`config.mk`:
```
export PLATFORM = sky130hd
export DESIGN_NAME = iccm_spi_boot_ctrl_flat
export DESIGN_NICKNAME = d
export VERILOG_FILES = /design/src/rtl/iccm_spi_boot_ctrl_if.sv /design/src/rtl/iccm_spi_boot_ctrl.sv /design/src/flat_wrapper.sv
export SDC_FILE = /design/constraint.sdc
export NUM_CORES = 1
export LEC_CHECK = 0
export BUFFER_PORTS_ARGS = -buffer_cell sky130_fd_sc_hd__buf_2
export CAP_MARGIN = 30
export CELL_PAD_IN_SITES_DETAIL_PLACEMENT = 1
export CELL_PAD_IN_SITES_GLOBAL_PLACEMENT = 1
export CORE_MARGIN = 5
export CORE_UTILIZATION = 49
export CTS_BUF_LIST = sky130_fd_sc_hd__clkbuf_4 sky130_fd_sc_hd__clkbuf_8
export CTS_CLUSTER_SIZE = 8
export DETAILED_ROUTE_END_ITERATION = 10
export GPL_TIMING_DRIVEN = 1
export PLACE_DENSITY_LB_ADDON = 0.15
export SLEW_MARGIN = 20
export SYNTH_ARGS = -nofsm -noshare
export SYNTH_HDL_FRONTEND = slang
export SYNTH_SLANG_ARGS = --single-unit
export TNS_END_PERCENT = 5
```
`constraint.sdc`:
```
create_clock -name clk_i -period 3.6 [get_ports clk_i]
set_clock_uncertainty 0.15 [all_clocks]
set_input_delay 0.72 -clock clk_i [delete_from_list [all_inputs] [get_ports clk_i]]
set_output_delay 0.72 -clock clk_i [all_outputs]
set_load 0.03 [all_outputs]
```
`src/rtl/iccm_spi_boot_ctrl_if.sv`:
```
// Bus bundle between the boot controller, the SPI instruction pins and the ICCM control port.
interface iccm_spi_boot_ctrl_if #(
    parameter int DATA_WIDTH = 32,
    parameter int ADDR_WIDTH = 12
);
    logic                  spi_ss;
    logic                  spi_mosi;
    logic                  iccm_cntrl_reset;
    logic                  iccm_cntrl_we;
    logic [ADDR_WIDTH-1:0] iccm_cntrl_addr;
    logic [DATA_WIDTH-1:0] iccm_cntrl_data;

    modport master (
        input  spi_ss,
        input  spi_mosi,
        output iccm_cntrl_reset,
        output iccm_cntrl_we,
        output iccm_cntrl_addr,
        output iccm_cntrl_data
    );

    modport slave (
        output spi_ss,
        output spi_mosi,
        input  iccm_cntrl_reset,
        input  iccm_cntrl_we,
        input  iccm_cntrl_addr,
        input  iccm_cntrl_data
    );
endinterface

```
`src/rtl/iccm_spi_boot_ctrl.sv`:
```
// SPI boot loader: shifts MSB-first words into consecutive ICCM words, then hands ICCM to the xbar
// and releases the core reset. Define ICCM_BOOT_CHKSUM_EN for a running sum of written words.
module iccm_spi_boot_ctrl #(
    parameter int DATA_WIDTH = 32,
    parameter int ADDR_WIDTH = 12,
    parameter int DEPTH      = 4096,
    parameter int RST_DLY    = 4
) (
    input  logic                  clk_i,
    input  logic                  rst_ni,
    input  logic                  en_i,
    iccm_spi_boot_ctrl_if.master  bus,
    output logic                  enable_rst_ni,
    output logic [ADDR_WIDTH:0]   words_loaded_o,
    output logic                  frame_err_o,
    output logic                  ovf_o,
    output logic [DATA_WIDTH-1:0] load_chksum_o
);
    localparam int CNT_W = $clog2(DATA_WIDTH + 1);
    localparam int DLY_W = $clog2(RST_DLY + 1);
    localparam logic [CNT_W-1:0]    BITS_FULL = CNT_W'(DATA_WIDTH);
    localparam logic [ADDR_WIDTH:0] DEPTH_LIM = (ADDR_WIDTH + 1)'(DEPTH);

    typedef enum logic [2:0] {
        ST_IDLE    = 3'd0,
        ST_SHIFT   = 3'd1,
        ST_WRITE   = 3'd2,
        ST_GAP     = 3'd3,
        ST_RELEASE = 3'd4,
        ST_RUN     = 3'd5
    } state_t;

    state_t                state_r, state_s;
    logic [DATA_WIDTH-1:0] shreg_r, shreg_s;
    logic [CNT_W-1:0]      bit_cnt_r, bit_cnt_s;
    logic [DLY_W-1:0]      dly_r, dly_s;
    logic                  we_r, we_s;
    logic [ADDR_WIDTH-1:0] addr_r, addr_s;
    logic [DATA_WIDTH-1:0] data_r, data_s;
    logic [ADDR_WIDTH:0]   loaded_r, loaded_s;
    logic                  ferr_r, ferr_s;
    logic                  ovf_r, ovf_s;
    logic                  own_r, own_s;
    logic                  en_rst_r, en_rst_s;
`ifdef ICCM_BOOT_CHKSUM_EN
    logic [DATA_WIDTH-1:0] chk_r, chk_s;
`endif

    // State register
    always_ff @(posedge clk_i or negedge rst_ni) begin
        if (!rst_ni) begin
            state_r <= ST_IDLE;
        end else begin
            state_r <= state_s;
        end
    end

    // Next-state and next-value logic for the datapath registers
    always_comb begin
        state_s   = state_r;
        shreg_s   = shreg_r;
        bit_cnt_s = bit_cnt_r;
        dly_s     = dly_r;
        we_s      = 1'b0;
        addr_s    = addr_r;
        data_s    = data_r;
        loaded_s  = loaded_r;
        ferr_s    = ferr_r;
        ovf_s     = ovf_r;
        own_s     = own_r;
        en_rst_s  = en_rst_r;
`ifdef ICCM_BOOT_CHKSUM_EN
        chk_s     = chk_r;
`endif
        case (state_r)
            ST_IDLE: begin
                // A falling frame select wins over a pending boot request; its first bit is taken now.
                if (!bus.spi_ss) begin
                    shreg_s   = {shreg_r[DATA_WIDTH-2:0], bus.spi_mosi};
                    bit_cnt_s = CNT_W'(1);
                    state_s   = ST_SHIFT;
                end else if (en_i) begin
                    own_s   = 1'b0;
                    dly_s   = DLY_W'(RST_DLY);
                    state_s = ST_RELEASE;
                end else begin
                    state_s = ST_IDLE;
                end
            end
            ST_SHIFT: begin
                if (!bus.spi_ss) begin
                    shreg_s   = {shreg_r[DATA_WIDTH-2:0], bus.spi_mosi};
                    bit_cnt_s = bit_cnt_r + CNT_W'(1);
                    if (bit_cnt_s == BITS_FULL) begin
                        state_s = ST_WRITE;
                        if (loaded_r < DEPTH_LIM) begin
                            we_s   = 1'b1;
                            data_s = shreg_s;
                        end else begin
                            ovf_s = 1'b1;
                        end
                    end else begin
                        state_s = ST_SHIFT;
                    end
                end else begin
                    ferr_s    = 1'b1;
                    bit_cnt_s = '0;
                    state_s   = ST_IDLE;
                end
            end
            ST_WRITE: begin
                // Pointer advances on the edge that ends the strobe cycle; never past DEPTH.
                if (we_r) begin
                    addr_s   = addr_r + ADDR_WIDTH'(1);
                    loaded_s = loaded_r + (ADDR_WIDTH + 1)'(1);
`ifdef ICCM_BOOT_CHKSUM_EN
                    chk_s    = chk_r + data_r;
`endif
                end else begin
                    addr_s = addr_r;
                end
                state_s = ST_GAP;
            end
            ST_GAP: begin
                if (bus.spi_ss) begin
                    bit_cnt_s = '0;
                    state_s   = ST_IDLE;
                end else begin
                    state_s = ST_GAP;
                end
            end
            ST_RELEASE: begin
                if (dly_r <= DLY_W'(1)) begin
                    dly_s    = '0;
                    en_rst_s = 1'b1;
                    state_s  = ST_RUN;
                end else begin
                    dly_s = dly_r - DLY_W'(1);
                end
            end
            ST_RUN: begin
                own_s    = 1'b0;
                en_rst_s = 1'b1;
                state_s  = ST_RUN;
            end
            default: begin
                state_s = ST_IDLE;
            end
        endcase
    end

    // Datapath and output registers
    always_ff @(posedge clk_i or negedge rst_ni) begin
        if (!rst_ni) begin
            shreg_r   <= '0;
            bit_cnt_r <= '0;
            dly_r     <= '0;
            we_r      <= 1'b0;
            addr_r    <= '0;
            data_r    <= '0;
            loaded_r  <= '0;
            ferr_r    <= 1'b0;
            ovf_r     <= 1'b0;
            own_r     <= 1'b1;
            en_rst_r  <= 1'b0;
`ifdef ICCM_BOOT_CHKSUM_EN
            chk_r     <= '0;
`endif
        end else begin
            shreg_r   <= shreg_s;
            bit_cnt_r <= bit_cnt_s;
            dly_r     <= dly_s;
            we_r      <= we_s;
            addr_r    <= addr_s;
            data_r    <= data_s;
            loaded_r  <= loaded_s;
            ferr_r    <= ferr_s;
            ovf_r     <= ovf_s;
            own_r     <= own_s;
            en_rst_r  <= en_rst_s;
`ifdef ICCM_BOOT_CHKSUM_EN
            chk_r     <= chk_s;
`endif
        end
    end

    assign bus.iccm_cntrl_reset = own_r;
    assign bus.iccm_cntrl_we    = we_r;
    assign bus.iccm_cntrl_addr  = addr_r;
    assign bus.iccm_cntrl_data  = data_r;
    assign enable_rst_ni        = en_rst_r;
    assign words_loaded_o       = loaded_r;
    assign frame_err_o          = ferr_r;
    assign ovf_o                = ovf_r;
`ifdef ICCM_BOOT_CHKSUM_EN
    assign load_chksum_o        = chk_r;
`else
    assign load_chksum_o        = '0;
`endif
endmodule

```
`src/flat_wrapper.sv`:
```
// flat-port wrapper written by rule: the top's interface ports become plain ports
module iccm_spi_boot_ctrl_flat 
#(
    parameter int DATA_WIDTH = 32,
    parameter int ADDR_WIDTH = 12,
    parameter int DEPTH      = 4096,
    parameter int RST_DLY    = 4
)
  (clk_i, rst_ni, en_i, enable_rst_ni, words_loaded_o, frame_err_o, ovf_o, load_chksum_o, bus_spi_ss, bus_spi_mosi, bus_iccm_cntrl_reset, bus_iccm_cntrl_we, bus_iccm_cntrl_addr, bus_iccm_cntrl_data);
  iccm_spi_boot_ctrl_if #(.DATA_WIDTH(DATA_WIDTH), .ADDR_WIDTH(ADDR_WIDTH)) bus_i ();
  input  logic clk_i;
  input  logic rst_ni;
  input  logic en_i;
  output logic enable_rst_ni;
  output logic [ADDR_WIDTH:0] words_loaded_o;
  output logic frame_err_o;
  output logic ovf_o;
  output logic [DATA_WIDTH-1:0] load_chksum_o;
  input wire logic [$bits(bus_i.spi_ss)-1:0] bus_spi_ss;
  input wire logic [$bits(bus_i.spi_mosi)-1:0] bus_spi_mosi;
  output wire logic [$bits(bus_i.iccm_cntrl_reset)-1:0] bus_iccm_cntrl_reset;
  output wire logic [$bits(bus_i.iccm_cntrl_we)-1:0] bus_iccm_cntrl_we;
  output wire logic [$bits(bus_i.iccm_cntrl_addr)-1:0] bus_iccm_cntrl_addr;
  output wire logic [$bits(bus_i.iccm_cntrl_data)-1:0] bus_iccm_cntrl_data;
  assign bus_i.spi_ss = bus_spi_ss;
  assign bus_i.spi_mosi = bus_spi_mosi;
  assign bus_iccm_cntrl_reset = bus_i.iccm_cntrl_reset;
  assign bus_iccm_cntrl_we = bus_i.iccm_cntrl_we;
  assign bus_iccm_cntrl_addr = bus_i.iccm_cntrl_addr;
  assign bus_iccm_cntrl_data = bus_i.iccm_cntrl_data;
  iccm_spi_boot_ctrl #(.DATA_WIDTH(DATA_WIDTH), .ADDR_WIDTH(ADDR_WIDTH), .DEPTH(DEPTH), .RST_DLY(RST_DLY)) u_core (.clk_i(clk_i), .rst_ni(rst_ni), .en_i(en_i), .bus(bus_i), .enable_rst_ni(enable_rst_ni), .words_loaded_o(words_loaded_o), .frame_err_o(frame_err_o), .ovf_o(ovf_o), .load_chksum_o(load_chksum_o));
endmodule
```
==> results.cfg <==
[outcome]
outcome = finished, final reports clean

[worst_setup_path]
arrival_ps = 2820
critPathMaxFanout = 32
crit_path_end_kind = flip-flop
crit_required_ps = 3700
cp-start-kind = flip-flop
worstSetupPathType = reg -> reg

[logic_synthesis]
ys.flop_type = dfrtp_1
synth_edf_count = 0
synthDistinctLibCells = 49
synth_area_per_cell_sq_um = 13.1
synthCells = 368
synth-seq-cells = 105
ys_async_sr_fraction = 1.00
syn_area_sq_um = 4830
yosysWarnings = 0
seq_area_frac_synth = 0.544

[routing]
wl_per_cell_um = 16.0
vias = 2845
first_pass_iters = 4
routed_wl_um = 9130
drt_iter0_markers = 55
drcViolationCount = 0
viasPerCell = 5.00
ant_nets = 0

[floorplan]
die_h_um = 109
core.rowCount = 36
core_area_sq_um = 9680
start_util = 0.499
die_area_sq_um = 11900
io_pins = 99
die_w_um = 109

[timing]
grt_setup_unrepaired = false
timing.fmax_mhz = 369
finalCritPeriodShare = 0.753
slew_viol_final = 0
period_minus_slack_ps = 2710
slew_headroom = 0.438
finalSetupTns_ps = 0
finalSetupViolCount = 0
tightest_slew_ps = 842
hold_viol = 0

[global_route]
grt_overflow_total = 0
grt_pass1_vias = 2964
grt_pass1_wl_um = 15300
grt_max_degree = 59
antenna_found_initial = 0
track_usage = 0.165

[worst_hold_path]
min_path_type = in -> async

[clock_network]
clk_pin_slew_ps = 100
clk-insertion-delay-late_ps = 370
cts_tree = done
cts_max_path_buffers = 2
cts-root-buf = clkbuf_8
numCtsBuffers = 9
cts.hold.buffers_added = 0
cts.htree.levels = 3
clkSinkCount = 105
postCtsSetupBuffers = 0
cts_resized = 0

[final_layout]
final_common_cell = dfrtp_1
layout-drive-gt1-share = 0.372
regArea_sq_um = 2630
area_growth_pct = 10.4
finalNetCount = 442
final_cell_mix = 104 x dfrtp_1, 65 x buf_2, 35 x mux2_2
utilization = 0.551
n_fill_cell = 1018
multi_input_area_sq_um = 1950
diodes = 0

[place]
portBuffers = 66
dp_hpwl_um = 6460
gp_congestion = 0.709

[pwr]
vdd.ir_drop.worst_mv = 0.197
power_leakage_uw = 0.00288
power_density_nw_per_um2 = 470

[job]
max_cap_violations = 0
## final timing paths
path	cells after the start	startpoint	slack [ps]	endpoint
setup / recovery	4	u_core.bit_cnt_r[2]$_DFFE_PN0P_	890	u_core.bus.iccm_cntrl_data[7]$_DFFE_PN0P_
hold / removal	1	rst_ni	250	u_core.bit_cnt_r[2]$_DFFE_PN0P_
setup reg to reg	4	u_core.bit_cnt_r[2]$_DFFE_PN0P_	890	u_core.bus.iccm_cntrl_data[7]$_DFFE_PN0P_
hold reg to reg	1	u_core.bus.iccm_cntrl_reset$_DFFE_PN1P_	310	u_core.bus.iccm_cntrl_reset$_DFFE_PN1P_
max in group asynchronous	2	rst_ni	2310	u_core.bus.iccm_cntrl_data[28]$_DFFE_PN0P_
min in group clk_i	1	u_core.bus.iccm_cntrl_reset$_DFFE_PN1P_	310	u_core.bus.iccm_cntrl_reset$_DFFE_PN1P_
## cell type report
type / count / area share
timing repair buffer: 70 / 0.0704
clock buffer: 11 / 0.0272
tap: 133 / 0.0312
sequential: 105 / 0.493
multi-input combinational: 238 / 0.365
inverter: 7 / 0.00492
clock inverter: 5 / 0.00868
## cell usage after synthesis (2+ instances only)
master	number	area [sq um]
clkbuf_1	3	11.3
o21ai_0	7	35.0
nand3_1	9	45.0
xor2_1	5	43.8
buf_6	4	45.0
mux2_2	35	394
a21oi_1	7	35.0
mux2i_1	2	20.0
or2_2	3	18.8
mux2_4	30	450
and2_1	3	18.8
o31ai_1	3	22.5
nand4_1	7	43.8
nand2b_1	4	25.0
a21o_1	4	30.0
nand2_1	18	67.6
nor2_1	7	26.3
buf_4	34	255
and4_1	3	26.3
nor3b_1	2	15.0
nor3_1	6	30.0
inv_1	7	26.3
ha_1	6	75.1
buf_2	7	35.0
dfrtp_1	104	2600
and3_1	5	31.3
xnor2_1	20	175
o22ai_1	2	12.5
## per-stage QoR
step                std cells  cell area, sq um  setup slack (ps)  hold slack, ps  total power, uW
global route              569              5340               659             294             2680
global placement          553              5140               905             290             1810
CTS                       569              5340               873             268             2550
detailed placement        553              5140               853             300             1830
floorplan                 399              4950              1570             274             1750
finish                    569              5340               888             249             2510
## layer usage
| layer | global-route usage | vias up | wire [um] |
|---|---|---|---|
| li1 | - | 1335 | - |
| met1 | 0.225 | 1434 | 4150 |
| met2 | 0.255 | 64 | 4330 |
| met3 | 0.0429 | 12 | 481 |
| met4 | 0.0614 | 0 | 155 |
| met5 | 0 | - | 0 |
## worst max-delay path, cell delays in order (launching register included)
cell and delay (ps):
dfrtp_1 490, nand4_1 180, o22ai_1 450, nand4_4 760, mux2_4 550
## cell families after synthesis
kind of cell             share of synthesized area
other                                     0.000776
multiplexers                                 0.179
buffers and inverters                       0.0780
AND/OR/NAND/NOR                             0.0938
AO/OA/AOI/OAI                               0.0435
adder cells (fa/ha/maj)                     0.0155
XOR/XNOR                                    0.0453
flip-flops                                   0.544
## where the power goes
part | switching [uW] | internal, uW | leakage [uW]
Clock | 413 | 291 | 0.0000998
Sequential | 112 | 1280 | 0.00141
Combinational | 242 | 173 | 0.00137
Total | 766 | 1740 | 0.00288
## registers in the layout (all words and copies together) (netlist names)
name	count
u_core.bit_cnt_r	6
u_core.enable_rst_ni	1
u_core.bus.iccm_cntrl_data	32
u_core.state_r	3
u_core.shreg_r	31
u_core.ovf_o	1
u_core.dly_r	3
u_core.bus.iccm_cntrl_reset	1
u_core.bus.iccm_cntrl_we	1
u_core.words_loaded_o	13
u_core.bus.iccm_cntrl_addr	12
u_core.frame_err_o	1
(Power assumes the default switching activity.)
